`src/rtl/pipelined_mux_n_to_1.sv`:
```
// N-to-1 word selector whose output sits behind a two-entry skid buffer, so the
// select point can feed a stallable stage at full rate without a ready->ready path.
module pipelined_mux_n_to_1 #(
  parameter int NBits     = 32,
  parameter int NChannels = 4,
  parameter int SelBits   = 2
) (
  input  logic                        clk,
  input  logic                        reset,
  input  logic                        Flush,
  input  logic [SelBits-1:0]          Selector,
  input  logic [NChannels*NBits-1:0]  MUX_Data,
  input  logic                        In_Valid,
  output logic                        In_Ready,
  output logic [NBits-1:0]            Out_Data,
  output logic [SelBits-1:0]          Out_Channel,
  output logic                        Out_Valid,
  input  logic                        Out_Ready
);

  typedef enum logic [1:0] {
    EMPTY = 2'd0,
    ONE   = 2'd1,
    FULL  = 2'd2
  } state_t;

  // Out-of-range selectors fall back to channel 0.
  function automatic logic [SelBits-1:0] eff_channel(input logic [SelBits-1:0] sel);
    if (32'(sel) < NChannels) return sel;
    return '0;
  endfunction

  state_t              state;
  logic                in_ready_p1;
  logic                out_valid_p1;
  logic [NBits-1:0]    main_data_p1;
  logic [SelBits-1:0]  main_chan_p1;
  logic [NBits-1:0]    skid_data_p1;
  logic [SelBits-1:0]  skid_chan_p1;

  logic [SelBits-1:0]  sel_chan_p0;
  logic [NBits-1:0]    sel_data_p0;

  // ---- stage p0: channel selection on the input side ----
  always_comb begin
    sel_chan_p0 = eff_channel(Selector);
    sel_data_p0 = MUX_Data[32'(sel_chan_p0)*NBits +: NBits];
  end

  // ---- stage p1: main/skid registers and handshake state ----
  always_ff @(posedge clk or negedge reset) begin
    if (!reset) begin
      state        <= EMPTY;
      in_ready_p1  <= 1'b1;
      out_valid_p1 <= 1'b0;
      main_data_p1 <= '0;
      main_chan_p1 <= '0;
      skid_data_p1 <= '0;
      skid_chan_p1 <= '0;
    end else if (Flush) begin
      state        <= EMPTY;
      in_ready_p1  <= 1'b1;
      out_valid_p1 <= 1'b0;
      main_data_p1 <= '0;
      main_chan_p1 <= '0;
      skid_data_p1 <= '0;
      skid_chan_p1 <= '0;
    end else begin
      case (state)
        EMPTY: begin
          if (In_Valid) begin
            main_data_p1 <= sel_data_p0;
            main_chan_p1 <= sel_chan_p0;
            state        <= ONE;
            out_valid_p1 <= 1'b1;
          end
        end
        ONE: begin
          if (In_Valid && Out_Ready) begin
            main_data_p1 <= sel_data_p0;
            main_chan_p1 <= sel_chan_p0;
          end else if (In_Valid) begin
            skid_data_p1 <= sel_data_p0;
            skid_chan_p1 <= sel_chan_p0;
            state        <= FULL;
            in_ready_p1  <= 1'b0;
          end else if (Out_Ready) begin
            state        <= EMPTY;
            out_valid_p1 <= 1'b0;
          end
        end
        FULL: begin
          // Input is ignored here; the head drains and the skid word moves up.
          if (Out_Ready) begin
            main_data_p1 <= skid_data_p1;
            main_chan_p1 <= skid_chan_p1;
            state        <= ONE;
            in_ready_p1  <= 1'b1;
          end
        end
        default: begin
          state        <= EMPTY;
          in_ready_p1  <= 1'b1;
          out_valid_p1 <= 1'b0;
        end
      endcase
    end
  end

  assign In_Ready    = in_ready_p1;
  assign Out_Valid   = out_valid_p1;
  assign Out_Data    = main_data_p1;
  assign Out_Channel = main_chan_p1;

endmodule

```
`config.mk`:
```
export PLATFORM = sky130hd
export DESIGN_NAME = pipelined_mux_n_to_1
export DESIGN_NICKNAME = d
export VERILOG_FILES = /design/src/rtl/pipelined_mux_n_to_1.sv
export SDC_FILE = /design/constraint.sdc
export NUM_CORES = 1
export LEC_CHECK = 0
export BUFFER_PORTS_ARGS = -buffer_cell sky130_fd_sc_hd__buf_2
export CAP_MARGIN = 20
export CORE_MARGIN = 2
export CORE_UTILIZATION = 29
export DETAILED_ROUTE_END_ITERATION = 8
export PLACE_DENSITY = 0.49
export SYNTH_ARGS = -nofsm -noshare
export SYNTH_HDL_FRONTEND = slang
export SYNTH_SLANG_ARGS = --single-unit
```
`constraint.sdc`:
```
create_clock -name clk -period 1.77 [get_ports clk]
set_input_delay 0 -clock clk [delete_from_list [all_inputs] [get_ports clk]]
set_output_delay 0 -clock clk [all_outputs]
set_load 0.005 [all_outputs]
```
# After elaboration in Yosys (flattened, before gate mapping)
# Index checks and enable logic that the tools add are counted.
[totals]
regBits = 72
input_bits = 135
wordCells = 65
output_inout_bits = 36
[classes]
n_eq_ne = 13
n_reduce_logical = 10
shifts = 1
n_mux = 34
[op_table]
columns = ["operator", "count"]
rows = [
  ["32-bit 2-to-1 mux", 7],
  ["128-bit by 8-bit variable part select with 32-bit output", 1],
  ["32-bit case mux with 3 select lines", 1],
  ["2-bit 2-to-1 mux", 13],
  ["3-bit != test, second input constant", 7],
  ["2-bit case mux with 3 select lines", 2],
  ["4-bit AND reduction", 3],
  ["1-bit 2-to-1 mux", 9],
  ["2-bit != test, second input constant", 3],
  ["1-bit case mux with 3 select lines", 2],
  ["5-bit AND reduction", 1],
  ["4-bit != test, second input constant", 1],
  ["2-bit nonzero test", 2],
  ["4-bit nonzero test", 1],
  ["3-bit AND reduction", 1],
  ["2-bit by 1-bit equality test with 1-bit output, second input constant", 1],
  ["2-bit equality test, second input constant", 1],
  ["2-bit logical NOT", 1],
  ["1-bit logical AND", 1],
]

# Logic depth before layout (Yosys ltp)
# Gate-level depths: netlist of the first run.
[depth]
word_depth = 5
ltp_mapped = 7
depth_no_buf = 3

# Worst setup path after synthesis of the first run
# OpenSTA, ideal clock, no wires.
[synth_timing]
path_type = "reg-to-reg"
startpoint = "reg state[0]"
endpoint = "reg main_chan_p1[1] (netlist: Out_Channel[1])"
synth_period_minus_slack_ps = 1428
arrival_ps = 1332
n_path_buf = 4
setup_slack_ps = 342
required_ps = 1674
setup_time_ps = 96
stages_incl_launch_ff = 8
cell_sequence = "dfrtp_1 buf_6 and3b_1 buf_6 a21o_1 buf_6 buf_6 a311oi_2"
[synth_via]
elab_chain_len = 3
elab_cells_between_ends = 10
classes_between = "5 x eq/ne; 2 x mux; 3 x reduce/logical"
[synth_rtl]
columns = ["element", "line", "source"]
rows = [
  ["start: declaration", "33", "state_t state;"],
  ["start signal: assignment", "53", "state <= EMPTY;"],
  ["start signal: assignment", "61", "state <= EMPTY;"],
  ["start signal: assignment", "74", "state <= ONE;"],
  ["2-bit by 1-bit equality test with 1-bit output (tied with other cells)", "69", "case (state)"],
  ["3-bit != test (no line) (tied with other cells)", "n/a", ""],
  ["4-bit AND reduction (no line) or 2-bit 2-to-1 mux (tied branches)", "n/a", ""],
  ["end signal: assignment", "73", "main_chan_p1 <= sel_chan_p0;"],
  ["end signal: assignment", "81", "main_chan_p1 <= sel_chan_p0;"],
  ["end signal: assignment", "96", "main_chan_p1 <= skid_chan_p1;"],
  ["end: declaration", "37", "logic [SelBits-1:0] main_chan_p1;"],
]
# Several ways; a longest one is shown, not always the timed one.
# A chain may end at the register's enable or synchronous reset.

# Worst setup path after layout of the first run
[layout_timing]
startpoint = "reg state[0]"
endpoint = "reg main_data_p1[16] (netlist: Out_Data[16])"
[layout_via]
elab_chain_len = 3
elab_cells_between_ends = 10
classes_between = "5 x eq/ne; 2 x mux; 3 x reduce/logical"
[layout_rtl]
columns = ["element", "line", "source"]
rows = [
  ["2-bit by 1-bit equality test with 1-bit output (tied with other cells)", "69", ""],
  ["3-bit != test (no line) (tied with other cells)", "n/a", ""],
  ["4-bit AND reduction (no line) or 32-bit 2-to-1 mux (tied branches)", "n/a", ""],
  ["end signal: assignment", "72", "main_data_p1 <= sel_data_p0;"],
  ["end signal: assignment", "80", "main_data_p1 <= sel_data_p0;"],
  ["end signal: assignment", "95", "main_data_p1 <= skid_data_p1;"],
  ["end: declaration", "36", "logic [NBits-1:0] main_data_p1;"],
]
# Several ways; a longest one is shown, not always the timed one.

==> impl_metrics.env, run 1 <==
export IMPL_io_buffers=170
export IMPL_crit_required_ns=2.00
export IMPL_start_util_pct=29.6
export IMPL_post_route_drc_count=0
export IMPL_slew_violations=0
export IMPL_grt_setup_unrepaired="false"
export IMPL_seqPwrFrac_pct=37.8
export IMPL_gp_congestion=0.765
export IMPL_worst_path_max_delay_cell="dfrtp_1"
export IMPL_core_um2=14500
export IMPL_maxSlewHeadroom_pct=68.7
export IMPL_wirelength_mm=12.9
export IMPL_finalInstanceArea_um2=5710
export IMPL_netlist_area_leader_share_pct=41.5
export IMPL_syn_nets=479
export IMPL_r2r_start="state[0]"
export IMPL_yosys_area_top_type="dfrtp_1"
export IMPL_synth_distinct_cells=29
export IMPL_finClkSkew_ns=0.00657
export IMPL_grt_util_all_layers_pct=16.9
export IMPL_internal_power_mw=3.60
export IMPL_layout_cells_non_filler=693
export IMPL_clock_root_buffer="clkbuf_16"
export IMPL_drive_above_1_share_pct=55.2
export IMPL_ir_worst_vdd_mv=0.599
export IMPL_tns_ns=0
export IMPL_synth_cell_area_um2=4280
export IMPL_cts_resized=0
export IMPL_cp_startpoint="state[0]"
export IMPL_setup_violations=0
export IMPL_yosysMostFrequentCell="dfrtp_1"
export IMPL_cts_buffer_depth=2
export IMPL_critical_path_class="reg2reg"
export IMPL_period_minus_slack_ns=1.56
export IMPL_grt_pass1_wl_mm=21.0
export IMPL_fillers=1399
export IMPL_post_place_cells=676
export IMPL_synth_edf_count=0
export IMPL_final_util_pct=39.4
export IMPL_htree_levels=3
export IMPL_dieArea_um2=15800
export IMPL_fp_dieW_um=126
export IMPL_start_kind="flip-flop"
export IMPL_outcome="finished, final reports clean"
export IMPL_finalHoldViolations=0
export IMPL_cp_max_fo=10
export IMPL_finalPower_mw=4.82
export IMPL_io_pins=171
export IMPL_drt_pass1_iterations=4
export IMPL_ys_flop_type="dfrtp_1"
export IMPL_avgSynthCellArea_um2=12.5
export IMPL_fmax_mhz=640
export IMPL_antenna_found_initial=0
export IMPL_worstPathArrival_ns=1.79
export IMPL_crit_path_end="Out_Data[16]"
export IMPL_p_clk_share_pct=42.6
export IMPL_wl_per_cell_um=18.6
export IMPL_antenna_diode_count=0
export IMPL_ys_async_sr_fraction_pct=100
export IMPL_fin_crit_sh_pct=88.3
export IMPL_ys_ff_latch=72
export IMPL_combinationalPowerShare_pct=19.6
export IMPL_ys_warn_count=0
export IMPL_cts_tree="built"
export IMPL_syn_instance_count=344
export IMPL_worstMarginPinSlew_ns=0.470
export IMPL_switching_share_pct=25.3
export IMPL_ant_nets=0
export IMPL_multi_input_area_um2=2210
export IMPL_path_clk_slew_ns=0.06
export IMPL_cts_sinks=72
export IMPL_critPathTopFamily="compound AO/OA/AOI/OAI gates"
export IMPL_leakagePower_nw=2.62
export IMPL_whs_path_depth=3
export IMPL_grt_overflow=0
export IMPL_ys_top_cells_by_count="dfrtp_1, nand2_1, a211oi_1, a22o_1, mux4_2"
export IMPL_grt_max_degree=41
export IMPL_worst_setup_path_end_kind="flip-flop"
export IMPL_r2r_worst_path_cells=4
export IMPL_numCtsBuffers=9
export IMPL_clock_latency_ns=0.33
export IMPL_slowest_delay_ns=0.45
export IMPL_seqCellArea_um2=1800
export IMPL_r2r_end="Out_Data[16]"
export IMPL_syn2layout_area_growth_pct=33.3
export IMPL_drt_first_iter_violations=221
export IMPL_cp_cell_sequence="and3b_2 > a21o_2 > buf_4 > a311oi_1"
export IMPL_avgViaCountPerCell=5.23
export IMPL_drv_cap=0
export IMPL_fp_row_count=44
export IMPL_num_vias=3624
export IMPL_p_per_area_nw_per_um2=844
export IMPL_worstSetupPathDepth=4
export IMPL_yosys_top_cells_area="dfrtp_1, mux4_2, a311oi_2, a22o_1, nand2_1"
export IMPL_fin_nets=640
export IMPL_grt_pass1_vias=3871
export IMPL_switching_power_mw=1.22
export IMPL_dp_hpwl_mm=8.94
export IMPL_place_area_um2=5340
export IMPL_synth_seq_area_share_pct=42.1
export IMPL_dieHeight_um=126
export IMPL_path_buf_inv=1
export IMPL_hold_path_class="in2reg"
export IMPL_reg2reg_slack_ns=0.21
-- worst reg2reg max path: stages (launching register included) --
cell and delay, ns:
dfrtp_1 0.45, and3b_2 0.26, a21o_2 0.31, buf_4 0.23
a311oi_1 0.22
-- layout by cell type (no fill, tap or decap) --
cell	count
buf_2	169
dfrtp_1	71
nand2_1	70
a22o_1	34
a211oi_1	34
mux4_2	32
a311oi_2	30
buf_4	18
clkbuf_16	9
buf_12	5
a311oi_1	4
a21oi_1	4
bufinv_16	3
inv_1	2
nor2b_4	2
nand2b_2	2
nor3_1	2
o21bai_1	2
dfstp_2	1
a31oi_4	1
nand2b_1	1
nor3_4	1
and3b_2	1
a21o_2	1
nand3b_1	1
o211ai_1	1
or3b_2	1
o21ba_2	1
or2_2	1
clkinvlp_4	1
clkbuf_1	1
clkinv_4	1
dlygate4sd3_1	1
buf_16	1
-- per-stage QoR --
| step | hold slack [ns] | setup slack, ns |
|---|---|---|
| final | 0.0595 | 0.207 |
| after global routing | 0.127 | 0.105 |
| after CTS | 0.0544 | 0.0468 |
| after detailed placement | -0.00958 | 0.0613 |
| after global placement | -0.00881 | 0.0933 |
| after floorplan | -0.296 | 0.342 |
-- power by group through the flow --
stage	Combinational [mW]	Sequential (mW)	Clock [mW]
after global routing	1.04	1.84	2.19
after global placement	0.932	1.85	0
final	0.944	1.82	2.06
after detailed placement	0.949	1.85	0
after floorplan	0.556	1.84	0
after CTS	0.952	1.82	2.10
-- flip-flops by register name (all words and copies together), names as in the netlist --
name and cells:
Out_Data 32, Out_Channel 2, state 2, In_Ready 1, skid_chan_p1 2, skid_data_p1 32
Out_Valid 1
-- cells by family (layout without fill, tap and decap cells) --
family | after synthesis | count (layout) | share of synthesized area (%)
AO/OA/AOI/OAI | 112 | 112 | 26.1
buffers and inverters | 46 | 211 | 6.75
flip-flops | 72 | 72 | 42.1
multiplexers | 32 | 32 | 16.8
AND/OR/NAND/NOR | 82 | 82 | 8.21
-- timing repair --
action / in CTS / in global routing
setup buffers: 0 / 0
endpoints found under the setup margin: 0 / 0
hold endpoints to repair: 32 / 0
hold buffers: 1 / 0
-- metal layers --
metal / part of all wire, % / track usage (%)
met5: 0 / 0
met4: 0.75 / 3.27
met2: 47 / 27.0
met1: 46 / 23.6
met3: 6.0 / 3.85
-- worst min-delay path by stage --
| stage | start | endpoint |
|---|---|---|
| 6_report | Out_Ready | In_Ready |
| 5_1_grt | In_Valid | Out_Valid |
| 4_1_cts | In_Valid | Out_Valid |
| 3_5_place_dp | reset | Out_Valid |
| 3_3_place_gp | reset | Out_Valid |
| 2_1_floorplan | reset | Out_Channel[0] |
-- cell type report --
class | instances | share of cell area, %
Timing Repair Buffer | 194 | 19.6
Clock buffer | 10 | 4.01
Sequential cell | 72 | 31.6
Inverter | 2 | 0.131
Clock inverter | 5 | 1.86
Tap cell | 184 | 4.03
Multi-Input combinational cell | 226 | 38.8
(Power assumes the default switching activity.)
==> run 2, diff against run 1 <==
- GPL_TIMING_DRIVEN: not set -> 0
==> run 2 against run 1 <==
First-iteration DRC count fell by 9.5%. Clock-buffer cell count rose by 3. Non-clock buffer count rose by 19. Die area did not move. Utilization barely moved. Fmax fell by 3.4%. Register-to-register slack got worse by 0.05 ns. Sequential power barely moved. Combinational power rose by 1%. Worst setup slack got worse by 0.055 ns. Largest power group unchanged.
==> impl_metrics.env, run 2 (synthesis gave the netlist of run 1 again) <==
export IMPL_switching_power_mw=1.22
export IMPL_cp_cell_sequence="nor2b_1 > buf_2 > buf_2 > a211oi_1 > a311oi_2"
export IMPL_multi_input_area_um2=2190
export IMPL_grt_util_all_layers_pct=17.9
export IMPL_hp_start="Out_Ready"
export IMPL_dp_slack_ns=-0.0300
export IMPL_grt_pass1_vias=3945
export IMPL_cp_common_cell="buf_2"
export IMPL_holdWs_ns=0.0492
export IMPL_grt_setup_unrepaired="false"
export IMPL_seqPwrFrac_pct=39.1
export IMPL_maxSlewHeadroom_pct=41.9
export IMPL_cts_tree="built"
export IMPL_cts_buffer_depth=2
export IMPL_path_clk_slew_ns=0.06
export IMPL_start_util_pct=29.6
export IMPL_numCtsBuffers=9
export IMPL_hold_path_end="In_Ready"
export IMPL_drt_met1_wl_mm=6.11
export IMPL_drv_cap=0
export IMPL_dieHeight_um=126
export IMPL_hold_path_class="in2reg"
export IMPL_final_cell_mix="buf_2, dfrtp_1, nand2_1, a22o_1, a211oi_1"
export IMPL_r2r_start="state[1]"
export IMPL_drive_above_1_share_pct=55.6
export IMPL_dieArea_um2=15800
export IMPL_combinationalPowerShare_pct=20.5
export IMPL_drt_first_iter_violations=200
export IMPL_drt_pass1_iterations=4
export IMPL_io_pins=171
export IMPL_outcome="finished, final reports clean"
export IMPL_worstPathArrival_ns=1.86
export IMPL_core_um2=14500
export IMPL_wirelength_mm=13.6
export IMPL_post_cts_buffers=0
export IMPL_wl_per_cell_um=19.1
export IMPL_p_clk_share_pct=40.4
export IMPL_wl_met2_mm=6.33
export IMPL_clock_root_buffer="clkbuf_16"
export IMPL_crit_required_ns=2.01
export IMPL_fillers=1440
export IMPL_met3WireLength_um=917
export IMPL_fin_crit_sh_pct=91.4
export IMPL_num_vias=3742
export IMPL_worst_setup_path_end_kind="flip-flop"
export IMPL_reg2reg_slack_ns=0.15
export IMPL_critical_path_class="reg2reg"
export IMPL_fmax_mhz=618
export IMPL_gp_congestion=0.785
export IMPL_leakagePower_nw=2.66
export IMPL_whs_path_depth=3
export IMPL_critPathTopFamily="buffers and inverters"
export IMPL_htree_levels=3
export IMPL_r2r_end="Out_Data[6]"
export IMPL_clock_latency_ns=0.33
export IMPL_seqCellArea_um2=1800
export IMPL_topRoutingLayerUsed="met4"
export IMPL_start_kind="flip-flop"
export IMPL_finClkSkew_ns=0.00462
export IMPL_finalPower_mw=4.66
export IMPL_grt_overflow=0
export IMPL_slew_violations=0
export IMPL_antenna_diode_count=0
export IMPL_cp_max_fo=10
export IMPL_internal_power_mw=3.43
export IMPL_post_route_drc_count=0
export IMPL_fin_nets=659
export IMPL_worst_path_max_delay_cell="dfrtp_2"
export IMPL_period_minus_slack_ns=1.62
export IMPL_antenna_found_initial=0
export IMPL_dp_hpwl_mm=10.2
export IMPL_avgViaCountPerCell=5.25
export IMPL_r2r_worst_path_cells=5
export IMPL_grt_pass1_wl_mm=21.9
export IMPL_syn2layout_area_growth_pct=33.1
export IMPL_slowest_delay_ns=0.46
export IMPL_setup_ws_ns=0.152
export IMPL_ant_nets=0
export IMPL_switching_share_pct=26.3
export IMPL_finalHoldViolations=0
export IMPL_fp_row_count=44
export IMPL_setup_violations=0
export IMPL_layout_commonest_cell="buf_2"
export IMPL_path_buf_inv=2
export IMPL_worstMarginPinSlew_ns=0.872
export IMPL_final_util_pct=39.4
export IMPL_fp_dieW_um=126
export IMPL_cts_sinks=72
export IMPL_io_buffers=167
export IMPL_grt_max_degree=41
export IMPL_ir_worst_vdd_mv=0.405
export IMPL_p_per_area_nw_per_um2=817
-- run 2: cell types whose count changed in the layout (fill, tap and decap cells not counted), sizes merged --
| cell | before | now |
|---|---|---|
| bufinv | 3 | 1 |
| clkinvlp | 1 | 0 |
| clkinv | 1 | 2 |
| buf | 193 | 206 |
| clkbuf | 10 | 19 |
-- run 2: through the flow --
step / area, um^2 / instances / setup TNS, ns
final: 5700 / 713 / 0
after floorplan: 4280 / 344 / 0
after CTS: 5690 / 713 / 0
after global routing: 5700 / 713 / 0
after global placement: 5350 / 695 / 0
after detailed placement: 5370 / 696 / -0.0893
-- run 2: final cells by class --
cell class	instances	share of cell area, %
clock buffer	13	4.74
tap	184	4.04
sequential	72	31.6
buffer	44	5.11
multi-input combinational	226	38.4
inverter	2	0.132
clock inverter	3	0.702
timing repair buffer	169	15.2
-- run 2: what timing repair did --
action | in CTS | in global routing
hold endpoints to repair | 32 | 0
hold buffers | 1 | 0
pin swaps | 0 | 1
setup endpoints to repair | 9 | 40
resized for setup | 1 | 5
-- run 2: worst max path at each step --
stage                                  end  startpoint  cells after the start  slack, ns
after global routing      skid_data_p1[28]    state[0]                      6       0.03
after global placement        Out_Data[25]    state[0]                      6       0.02
after detailed placement      Out_Data[27]    state[0]                      6      -0.03
final                          Out_Data[6]    state[1]                      5       0.15
after CTS                     Out_Data[10]    state[0]                      6       0.06
after floorplan             Out_Channel[1]    state[0]                      7       0.34
-- run 2: worst min-delay path: cells and delay by family --
kind                   cells  cell delay, ns
AO/OA/AOI/OAI              1            0.11
buffers and inverters      1            0.17
AND/OR/NAND/NOR            1            0.07
-- run 2: power by group through the flow --
stage          sequential (mW)  clock (mW)  combinational [mW]
6_report                  1.82        1.88               0.955
4_1_cts                   1.82        1.91               0.972
3_5_place_dp              1.85           0               0.966
2_1_floorplan             1.84           0               0.556
5_1_grt                   1.83        2.00                1.05
3_3_place_gp              1.85           0               0.942
-- run 2: per-layer routing --
layer	vias to the layer above	track usage, %
met1	1873	24.8
met5	-	0
met3	18	3.85
met2	136	28.0
li1	1715	-
met4	0	5.88
==> run 3, diff against run 2 <==
- CORE_MARGIN: 2 -> 3
- CORE_UTILIZATION: 29 -> 49
- PLACE_DENSITY: 0.49 -> 0.78
==> run 3 against run 2 <==
Non-clock buffer count fell by 1. Combinational power decreased by 1%. Fmax shrank 1.2%. Sequential share of layout area is 1.2 points higher. Register-to-register slack worse by 0.02 ns. Clock power fell by 21%. Clock skew increased by 0.0016 ns. Via count grew 1.2%. Critical path depth unchanged.
==> impl_metrics.env, run 3 (synthesis gave the netlist of run 1 again) <==
export IMPL_outcome="finished, final reports clean"
export IMPL_final_util_pct=65.8
export IMPL_hold_path_class="in2reg"
export IMPL_worstMarginPinSlew_ns=0.921
export IMPL_drt_first_iter_violations=257
export IMPL_dp_slack_ns=0.0917
export IMPL_p_per_area_nw_per_um2=772
export IMPL_start_kind="flip-flop"
export IMPL_hp_start="In_Valid"
export IMPL_start_util_pct=51.4
export IMPL_tns_ns=0
export IMPL_htree_levels=3
export IMPL_finalInstanceArea_um2=5490
export IMPL_grt_max_degree=73
export IMPL_worst_setup_path_end_kind="flip-flop"
export IMPL_grt_util_all_layers_pct=25.8
export IMPL_r2r_worst_path_cells=5
export IMPL_final_cell_mix="buf_2, dfrtp_1, nand2_1, a22o_1, a211oi_1"
export IMPL_drive_above_1_share_pct=55.3
export IMPL_core_um2=8340
export IMPL_dieHeight_um=99.5
export IMPL_wl_met2_mm=6.39
export IMPL_hold_path_end="Out_Valid"
export IMPL_wirelength_mm=12.5
export IMPL_fmax_mhz=611
export IMPL_met3WireLength_um=915
export IMPL_drt_pass1_iterations=4
export IMPL_post_route_drc_count=0
export IMPL_ant_nets=0
export IMPL_layout_cells_non_filler=633
export IMPL_clock_root_buffer="clkbuf_8"
export IMPL_antenna_diode_count=0
export IMPL_fp_row_count=33
export IMPL_dieArea_um2=9900
export IMPL_path_clk_slew_ns=0.08
export IMPL_setup_violations=0
export IMPL_crit_required_ns=2.01
export IMPL_r2r_start="state[1]"
export IMPL_ir_worst_vdd_mv=0.511
export IMPL_drv_cap=0
export IMPL_numCtsBuffers=9
export IMPL_grt_pass1_vias=4009
export IMPL_finalHoldViolations=0
export IMPL_maxSlewHeadroom_pct=38.6
export IMPL_avgViaCountPerCell=5.98
export IMPL_holdWs_ns=0.0337
export IMPL_grt_overflow=0
export IMPL_reg2reg_slack_ns=0.13
export IMPL_gp_congestion=0.887
export IMPL_drt_met1_wl_mm=4.98
export IMPL_whs_path_depth=3
export IMPL_cts_tree="built"
export IMPL_antenna_found_initial=0
export IMPL_post_cts_buffers=0
export IMPL_r2r_end="Out_Data[4]"
export IMPL_fp_dieW_um=99.5
export IMPL_finClkSkew_ns=0.00622
export IMPL_p_clk_share_pct=34.9
export IMPL_switching_share_pct=27.8
export IMPL_switching_power_mw=1.18
export IMPL_dp_hpwl_mm=9.29
export IMPL_syn2layout_area_growth_pct=28.1
export IMPL_seqPwrFrac_pct=42.8
export IMPL_cts_buffer_depth=2
export IMPL_post_place_cells=616
export IMPL_worstPathArrival_ns=1.88
export IMPL_cp_max_fo=10
export IMPL_fin_crit_sh_pct=92.5
export IMPL_critical_path_class="reg2reg"
export IMPL_io_buffers=167
export IMPL_wl_per_cell_um=19.8
export IMPL_io_pins=171
export IMPL_cts_sinks=72
export IMPL_setup_ws_ns=0.133
export IMPL_place_area_um2=5250
export IMPL_clock_latency_ns=0.35
export IMPL_grt_pass1_wl_mm=20.2
export IMPL_leakagePower_nw=2.61
export IMPL_grt_setup_unrepaired="false"
export IMPL_layout_commonest_cell="buf_2"
export IMPL_topRoutingLayerUsed="met4"
export IMPL_period_minus_slack_ns=1.64
export IMPL_combinationalPowerShare_pct=22.3
export IMPL_internal_power_mw=3.05
export IMPL_num_vias=3788
export IMPL_fin_nets=658
export IMPL_finalPower_mw=4.23
export IMPL_slew_violations=0
## run 3: routing by layer
metal / up-vias / GRT usage [%]
li1: 1717 / -
met1: 1894 / 33.4
met2: 159 / 44.4
met3: 18 / 4.91
met4: 0 / 7.25
met5: - / 0
## run 3: area by class of cell
cell class | instances | area (um^2)
sequential | 72 | 1800
tap | 105 | 131
buffer | 44 | 284
timing repair buffer | 168 | 848
inverter | 2 | 7.51
multi-input combinational | 226 | 2190
fill | 699 | 2850
clock inverter | 5 | 78.8
clock buffer | 11 | 141
## run 3: worst max-delay path by stage
| stage | from | slack [ns] | to | cells past startpoint |
|---|---|---|---|---|
| floorplan | state[0] | 0.34 | Out_Channel[1] | 7 |
| global placement | state[0] | 0.13 | Out_Data[27] | 6 |
| detailed placement | state[0] | 0.09 | Out_Data[4] | 6 |
| CTS | state[0] | 0.06 | Out_Data[4] | 6 |
| global route | state[1] | 0.03 | Out_Data[4] | 5 |
| finish | state[1] | 0.13 | Out_Data[4] | 5 |
## run 3: worst max-delay path: stages (launching register included)
cell	delay, ns
dfrtp_1	0.46
nor2b_1	0.13
buf_2	0.25
buf_2	0.29
a211oi_1	0.13
a311oi_2	0.27
## run 3: power groups by stage
stage / logic, mW / clock network [mW] / registers (mW)
floorplan: 0.556 / 0 / 1.84
detailed placement: 0.943 / 0 / 1.84
global route: 1.03 / 1.54 / 1.82
finish: 0.944 / 1.48 / 1.81
global placement: 0.917 / 0 / 1.84
CTS: 0.950 / 1.48 / 1.81
## run 3: what timing repair did
action	CTS	global route
endpoints found under the hold margin	71	0
resized for setup	0	2
hold buffers	1	0
setup endpoints to repair	0	16
